File: src/rtl/mem_bus_pkg.sv
// Shared definitions for the byte-wide RAM bus initiator and future bus users.
// Holds bus widths, R_W polarity constants and the bus sequencer state type.
package mem_bus_pkg;

  localparam int unsigned ADDR_W = 16;
  localparam int unsigned DATA_W = 8;

  localparam logic RW_READ  = 1'b1;
  localparam logic RW_WRITE = 1'b0;

  typedef enum logic [2:0] {
    IDLE   = 3'd0,
    RD_LO  = 3'd1,
    RD_HI  = 3'd2,
    WR_LO  = 3'd3,
    WR_HI  = 3'd4,
    WR_GAP = 3'd5,
    DONE   = 3'd6
  } bus_state_e;

endpackage

File: src/rtl/mem_bus_master.sv
// Bus initiator for the 64 KB level-sensitive byte RAM.
// Turns byte / 16-bit word load/store requests into single-byte RAM cycles
// (little-endian words) and reports completion with a one-cycle strobe.
//
// Ports:
//   clk, rst               clock, synchronous active-high reset
//   req_valid/req_ready    request handshake (accepted only in IDLE)
//   req_we, req_word       1 = store / 1 = 16-bit access
//   req_addr, req_wdata    byte address (low byte for words), store data
//   rsp_valid, rsp_rdata   completion pulse and load data (0 for stores)
//   mem_R_W, mem_enable    RAM control (R_W: 1 = read, 0 = write)
//   mem_addr, mem_data     RAM address and write data
//   mem_outp               RAM read data
// All outputs come straight from registers.
module mem_bus_master
  import mem_bus_pkg::*;
#(
  parameter int unsigned READ_WAIT = 1  // read cycles per byte, 1..15
) (
  input  logic                clk,
  input  logic                rst,
  input  logic                req_valid,
  output logic                req_ready,
  input  logic                req_we,
  input  logic                req_word,
  input  logic [ADDR_W-1:0]   req_addr,
  input  logic [2*DATA_W-1:0] req_wdata,
  output logic                rsp_valid,
  output logic [2*DATA_W-1:0] rsp_rdata,
  output logic                mem_R_W,
  output logic                mem_enable,
  output logic [ADDR_W-1:0]   mem_addr,
  output logic [DATA_W-1:0]   mem_data,
  input  logic [DATA_W-1:0]   mem_outp
);

  // Counter runs from READ_WAIT-1 down to 0; the zero cycle is the sampling cycle.
  localparam logic [3:0] WaitInit = 4'(READ_WAIT - 1);

  bus_state_e          state_q, state_d;
  logic [3:0]          cnt_q, cnt_d;
  logic                word_q, word_d;      // high byte still to be transferred
  logic [DATA_W-1:0]   wdata_hi_q, wdata_hi_d;
  logic [2*DATA_W-1:0] rdata_q, rdata_d;
  logic                req_ready_q, req_ready_d;
  logic                rsp_valid_q, rsp_valid_d;
  logic                mem_en_q, mem_en_d;
  logic                mem_rw_q, mem_rw_d;
  logic [ADDR_W-1:0]   mem_addr_q, mem_addr_d;
  logic [DATA_W-1:0]   mem_data_q, mem_data_d;

  always_comb begin
    state_d     = state_q;
    cnt_d       = cnt_q;
    word_d      = word_q;
    wdata_hi_d  = wdata_hi_q;
    rdata_d     = rdata_q;
    req_ready_d = 1'b0;
    rsp_valid_d = 1'b0;
    mem_en_d    = mem_en_q;
    mem_rw_d    = mem_rw_q;
    mem_addr_d  = mem_addr_q;
    mem_data_d  = mem_data_q;

    case (state_q)
      IDLE: begin
        req_ready_d = 1'b1;
        mem_en_d    = 1'b0;
        mem_rw_d    = RW_READ;
        if (req_valid && req_ready_q) begin
          req_ready_d = 1'b0;
          word_d      = req_word;
          wdata_hi_d  = req_wdata[15:8];
          rdata_d     = '0;
          mem_addr_d  = req_addr;
          mem_en_d    = 1'b1;
          if (req_we) begin
            state_d    = WR_LO;
            mem_rw_d   = RW_WRITE;
            mem_data_d = req_wdata[7:0];
          end else begin
            state_d  = RD_LO;
            mem_rw_d = RW_READ;
            cnt_d    = WaitInit;
          end
        end
      end

      RD_LO: begin
        if (cnt_q == 4'd0) begin
          rdata_d[7:0] = mem_outp;
          if (word_q) begin
            state_d    = RD_HI;
            mem_addr_d = mem_addr_q + 16'd1;
            cnt_d      = WaitInit;
          end else begin
            state_d     = DONE;
            mem_en_d    = 1'b0;
            rsp_valid_d = 1'b1;
          end
        end else begin
          cnt_d = cnt_q - 4'd1;
        end
      end

      RD_HI: begin
        if (cnt_q == 4'd0) begin
          rdata_d[15:8] = mem_outp;
          state_d       = DONE;
          mem_en_d      = 1'b0;
          rsp_valid_d   = 1'b1;
        end else begin
          cnt_d = cnt_q - 4'd1;
        end
      end

      // Next-byte address/data are loaded on the edge that ends the write pulse,
      // so they change only while enable is low.
      WR_LO: begin
        state_d  = WR_GAP;
        mem_en_d = 1'b0;
        mem_rw_d = RW_READ;
        if (word_q) begin
          mem_addr_d = mem_addr_q + 16'd1;
          mem_data_d = wdata_hi_q;
        end
      end

      WR_HI: begin
        state_d  = WR_GAP;
        mem_en_d = 1'b0;
        mem_rw_d = RW_READ;
      end

      WR_GAP: begin
        if (word_q) begin
          state_d  = WR_HI;
          word_d   = 1'b0;
          mem_en_d = 1'b1;
          mem_rw_d = RW_WRITE;
        end else begin
          state_d     = DONE;
          rsp_valid_d = 1'b1;
        end
      end

      DONE: begin
        state_d     = IDLE;
        req_ready_d = 1'b1;
      end

      default: begin
        state_d     = IDLE;
        req_ready_d = 1'b1;
        mem_en_d    = 1'b0;
        mem_rw_d    = RW_READ;
      end
    endcase
  end

  always_ff @(posedge clk) begin
    if (rst) begin
      state_q     <= IDLE;
      cnt_q       <= '0;
      word_q      <= 1'b0;
      wdata_hi_q  <= '0;
      rdata_q     <= '0;
      req_ready_q <= 1'b1;
      rsp_valid_q <= 1'b0;
      mem_en_q    <= 1'b0;
      mem_rw_q    <= RW_READ;
      mem_addr_q  <= '0;
      mem_data_q  <= '0;
    end else begin
      state_q     <= state_d;
      cnt_q       <= cnt_d;
      word_q      <= word_d;
      wdata_hi_q  <= wdata_hi_d;
      rdata_q     <= rdata_d;
      req_ready_q <= req_ready_d;
      rsp_valid_q <= rsp_valid_d;
      mem_en_q    <= mem_en_d;
      mem_rw_q    <= mem_rw_d;
      mem_addr_q  <= mem_addr_d;
      mem_data_q  <= mem_data_d;
    end
  end

  assign req_ready  = req_ready_q;
  assign rsp_valid  = rsp_valid_q;
  assign rsp_rdata  = rdata_q;
  assign mem_enable = mem_en_q;
  assign mem_R_W    = mem_rw_q;
  assign mem_addr   = mem_addr_q;
  assign mem_data   = mem_data_q;

endmodule

File: config.mk
export PLATFORM = sky130hd
export DESIGN_NAME = mem_bus_master
export DESIGN_NICKNAME = d
export VERILOG_FILES = /design/src/rtl/mem_bus_pkg.sv /design/src/rtl/mem_bus_master.sv
export SDC_FILE = /design/constraint.sdc
export NUM_CORES = 1
export LEC_CHECK = 0
export CAP_MARGIN = 20
export CORE_MARGIN = 2
export CORE_UTILIZATION = 48
export CTS_CLUSTER_SIZE = 25
export DETAILED_ROUTE_END_ITERATION = 10
export PLACE_DENSITY = 0.85
export SYNTH_ARGS = -nofsm -noshare
export SYNTH_HDL_FRONTEND = slang
export SYNTH_SLANG_ARGS = --single-unit
File: constraint.sdc
create_clock -name clk -period 2.3 [get_ports clk]
set_clock_uncertainty 0.15 [all_clocks]
set_input_delay 0.23 -clock clk [delete_from_list [all_inputs] [get_ports clk]]
set_output_delay 0.23 -clock clk [all_outputs]
set_load 0.01 [all_outputs]
==> out/summary.txt, run 1 <==
CTS clk-pin slew, worst paths - 0.06 ns
Postcts setup bufs - 0
Hold path depth - 2
Post-Syn Area per Cell - 8.30 µm²
EDFF count, synth - 0
Slew Limit Fails - 0
Clk buf depth - 2
Critical path's slowest cell - or2_1
Commonest register cell after synthesis - dfxtp_1
CTS root buf - clkbuf_8
Ys async rst share - 0
Final setup TNS - 0 ns
RSZ-0062 raised after global routing - false
Gr usage total - 0.255
Routability cong. - 0.901
Final ANT Viol Nets - 0
Clk_lat worst skew - 0.33 ns
CP max stage delay - 0.41 ns
Netlist cell types - 57
RR Startpoint - cnt_q[0]
Warnings, synthesis - 0
Initial Util - 0.494
Num CTS Buffers - 9
Outcome - finished, final reports clean
Post-route cell area - 0.00430 mm²
Buf/Inv on CP - 2
Worst vdd ir - 0.646 mV
Setup Crit Path Kind - flop to flop
DIE AREA - 0.00716 mm²
CORE AREA - 0.00631 mm²
Detailed Place HPWL - 6.14 mm
Post-Route WL - 8.81 mm
Reg2Reg Depth - 7
CP cell instances - inv_1, ha_1, nor3b_4, a311oi_2, buf_4, or2_1, o221a_2
CP startpoint kind - flop
Syn_nets - 424
Diode count - 0
Largest net degree at the start of global routing - 54
Routed via count - 3,264
Overflow after GRT - 0
Detailed Route Iter0 Violations - 173
Largest area contributor in the netlist - dfxtp_1
First-pass GRT wire length - 15.0 mm
CP required - 2.42 ns
Hold Startpoint - rst
Ranking of synthesized cells by area - dfxtp_1, a21oi_1, mux2i_1, nand2_1, nand3_1
TritonRoute pass-1 iters - 5
Sequential area share after synthesis - 0.385
Yosys top cell area share - 0.385
Post-CTS resize count - 0
DIE HEIGHT - 84.6 µm
Via-to-Cell Ratio - 6.06
Slew HR - 0.529
R2R Setup Slk - 0.16 ns
Actual slew at the worst max-slew pin - 0.704 ns
Worst hold endpoint - rsp_rdata[0]
Rows - 29
Peak Freq - 467 MHz
Worst EP arrival - 2.27 ns
CP max FO - 13
TritonCTS Sinks - 60
Cell count after synthesis - 376
Die width - 84.6 µm
Area delta synth->final - 37.7%
Max-Cap Viols - 0
Via count of the first global-routing pass - 3,149
Hold_buf cts - 0
Nets - 505
Multi-input logic area - 0.00175 mm²
Worst setup EP type - flop
Flip-flop and latch area - 0.00120 mm²
Largest delay share family, worst path - simple AND/OR/NAND/NOR gates
Top-level port count - 89
CTS H-tree depth - 3
Min-Delay Path Class - input port to flop
Number of fill cells - 544
Final Hold Vio Count - 0
Area after DPL - 0.00408 mm²
DRC violations left - 0
CTS tree - yes
Routed WL per cell - 16.3 µm
Share of post-route cells with drive strength above 1 - 0.0823
Synth Register Bits - 60
Minimum clock period - 2.14 ns
PwrDens - 1140 mW/mm²
I/O Buffers - 88
R2r endpoint - mem_addr[4]
Leak - 1.60 nW
Synthesized area - 0.00312 mm²
Final setup viols - 0
Period utilization - 0.932
Initial antenna violation count - 0
[Yosys cell counts, types with 3 or more instances]
master    count
and2_1        4
nor2_1       19
dfxtp_1      60
o21ai_0      14
a21oi_1      43
ha_1          3
mux2i_1      16
o31ai_1       7
and3_1        4
clkbuf_1     23
nand2_1      41
nand3_1      19
or3_1         9
and4_1        4
a31oi_1       4
nand4_1       6
o311ai_0      7
o32ai_1       5
nor3b_1       4
or4_1         4
buf_2         9
a211oi_1      7
nor3_1        7
inv_1         5
o31a_1        4
nand3b_1      3
nor2b_1       3
o211ai_1      3
[power breakdown]
| group | total, mW | switching [mW] | internal [mW] |
|---|---|---|---|
| clock network | 1.05 | 0.408 | 0.639 |
| logic | 2.32 | 1.27 | 1.06 |
| registers | 1.51 | 0.238 | 1.28 |
[flip-flops by register name (all words and copies together), names as in the netlist]
register    count
wdata_hi_q      8
mem_data        8
req_ready       1
mem_addr       16
mem_R_W         1
mem_enable      1
cnt_q           4
word_q          1
state_q         3
rsp_valid       1
rsp_rdata      16
[layout by cell type, fill, tap and decap left out, drive strengths merged, types with 3 or more instances in the layout]
cell,count
a211oi,7
a21oi,43
a31oi,4
and2,4
and3,4
and4,4
buf,17
clkbuf,12
clkdlybuf4s50,87
dfxtp,60
ha,3
inv,5
mux2i,16
nand2,41
nand3,19
nand3b,3
nand4,6
nor2,19
nor2b,3
nor3,7
nor3b,5
o211ai,3
o21ai,14
o311ai,7
o31a,4
o31ai,7
o32ai,5
or2,3
or3,9
or4,4
[kinds of logic (layout without fill, tap and decap cells)]
kind of cell	count (synthesis)	count (layout)	synth area share
buf+inv	40	126	0.0541
compound gates	118	118	0.260
fa+ha+maj	3	3	0.0120
flops	60	60	0.385
mux	17	17	0.0550
simple gates	138	138	0.234
[layout make-up]
type	instances	area share
clock inverter	4	0.0169
inverter	6	0.00524
multi-input combinational	276	0.407
timing repair buffer	104	0.235
tap	77	0.0224
sequential	60	0.280
clock buffer	12	0.0338
[through the flow]
stage	hold slack (ns)	setup slack (ns)	utilization	power [mW]	cells
2_1_floorplan	0.224	0.314	-	2.99	376
3_3_place_gp	0.289	0.0954	0.646	3.73	523
3_5_place_dp	0.297	0.0772	0.646	3.82	523
4_1_cts	0.129	0.176	0.680	4.87	539
5_1_grt	0.165	0.00386	0.680	5.23	539
6_report	0.145	0.157	0.680	4.89	539
[per-layer routing]
metal	vias up	GRT usage	wire length, µm
met2	152	0.418	4180
met5	-	0	0
met4	0	0.0981	180
met1	1521	0.328	3710
li1	1572	-	-
met3	19	0.0570	744
[how the worst max path moves through the flow]
stage          slack, ns       from     endpoint  depth (start not counted)
2_1_floorplan       0.31   cnt_q[0]  mem_addr[9]                          8
6_report            0.16   cnt_q[0]  mem_addr[4]                          7
3_3_place_gp         0.1  req_valid  mem_addr[8]                          6
4_1_cts             0.18   cnt_q[0]  mem_addr[4]                          7
5_1_grt            0.004   cnt_q[0]  mem_addr[4]                          7
3_5_place_dp        0.08  req_valid  mem_addr[4]                          6
[worst reg2reg max path: cells and delay by family, from the launching register on]
kind	cells	cell delay (ns)
simple gates	2	0.57
buf+inv	2	0.28
fa+ha+maj	1	0.21
compound gates	2	0.52
flops	1	0.35
(Power assumes the default switching activity.)
==> run 2, diff against run 1 <==
- ABC_CLOCK_PERIOD_IN_PS: not set -> 2300
- SLEW_MARGIN: not set -> 20
==> results of run 2 <==
Final layout, timing and power as in run 1 (identical DEF).
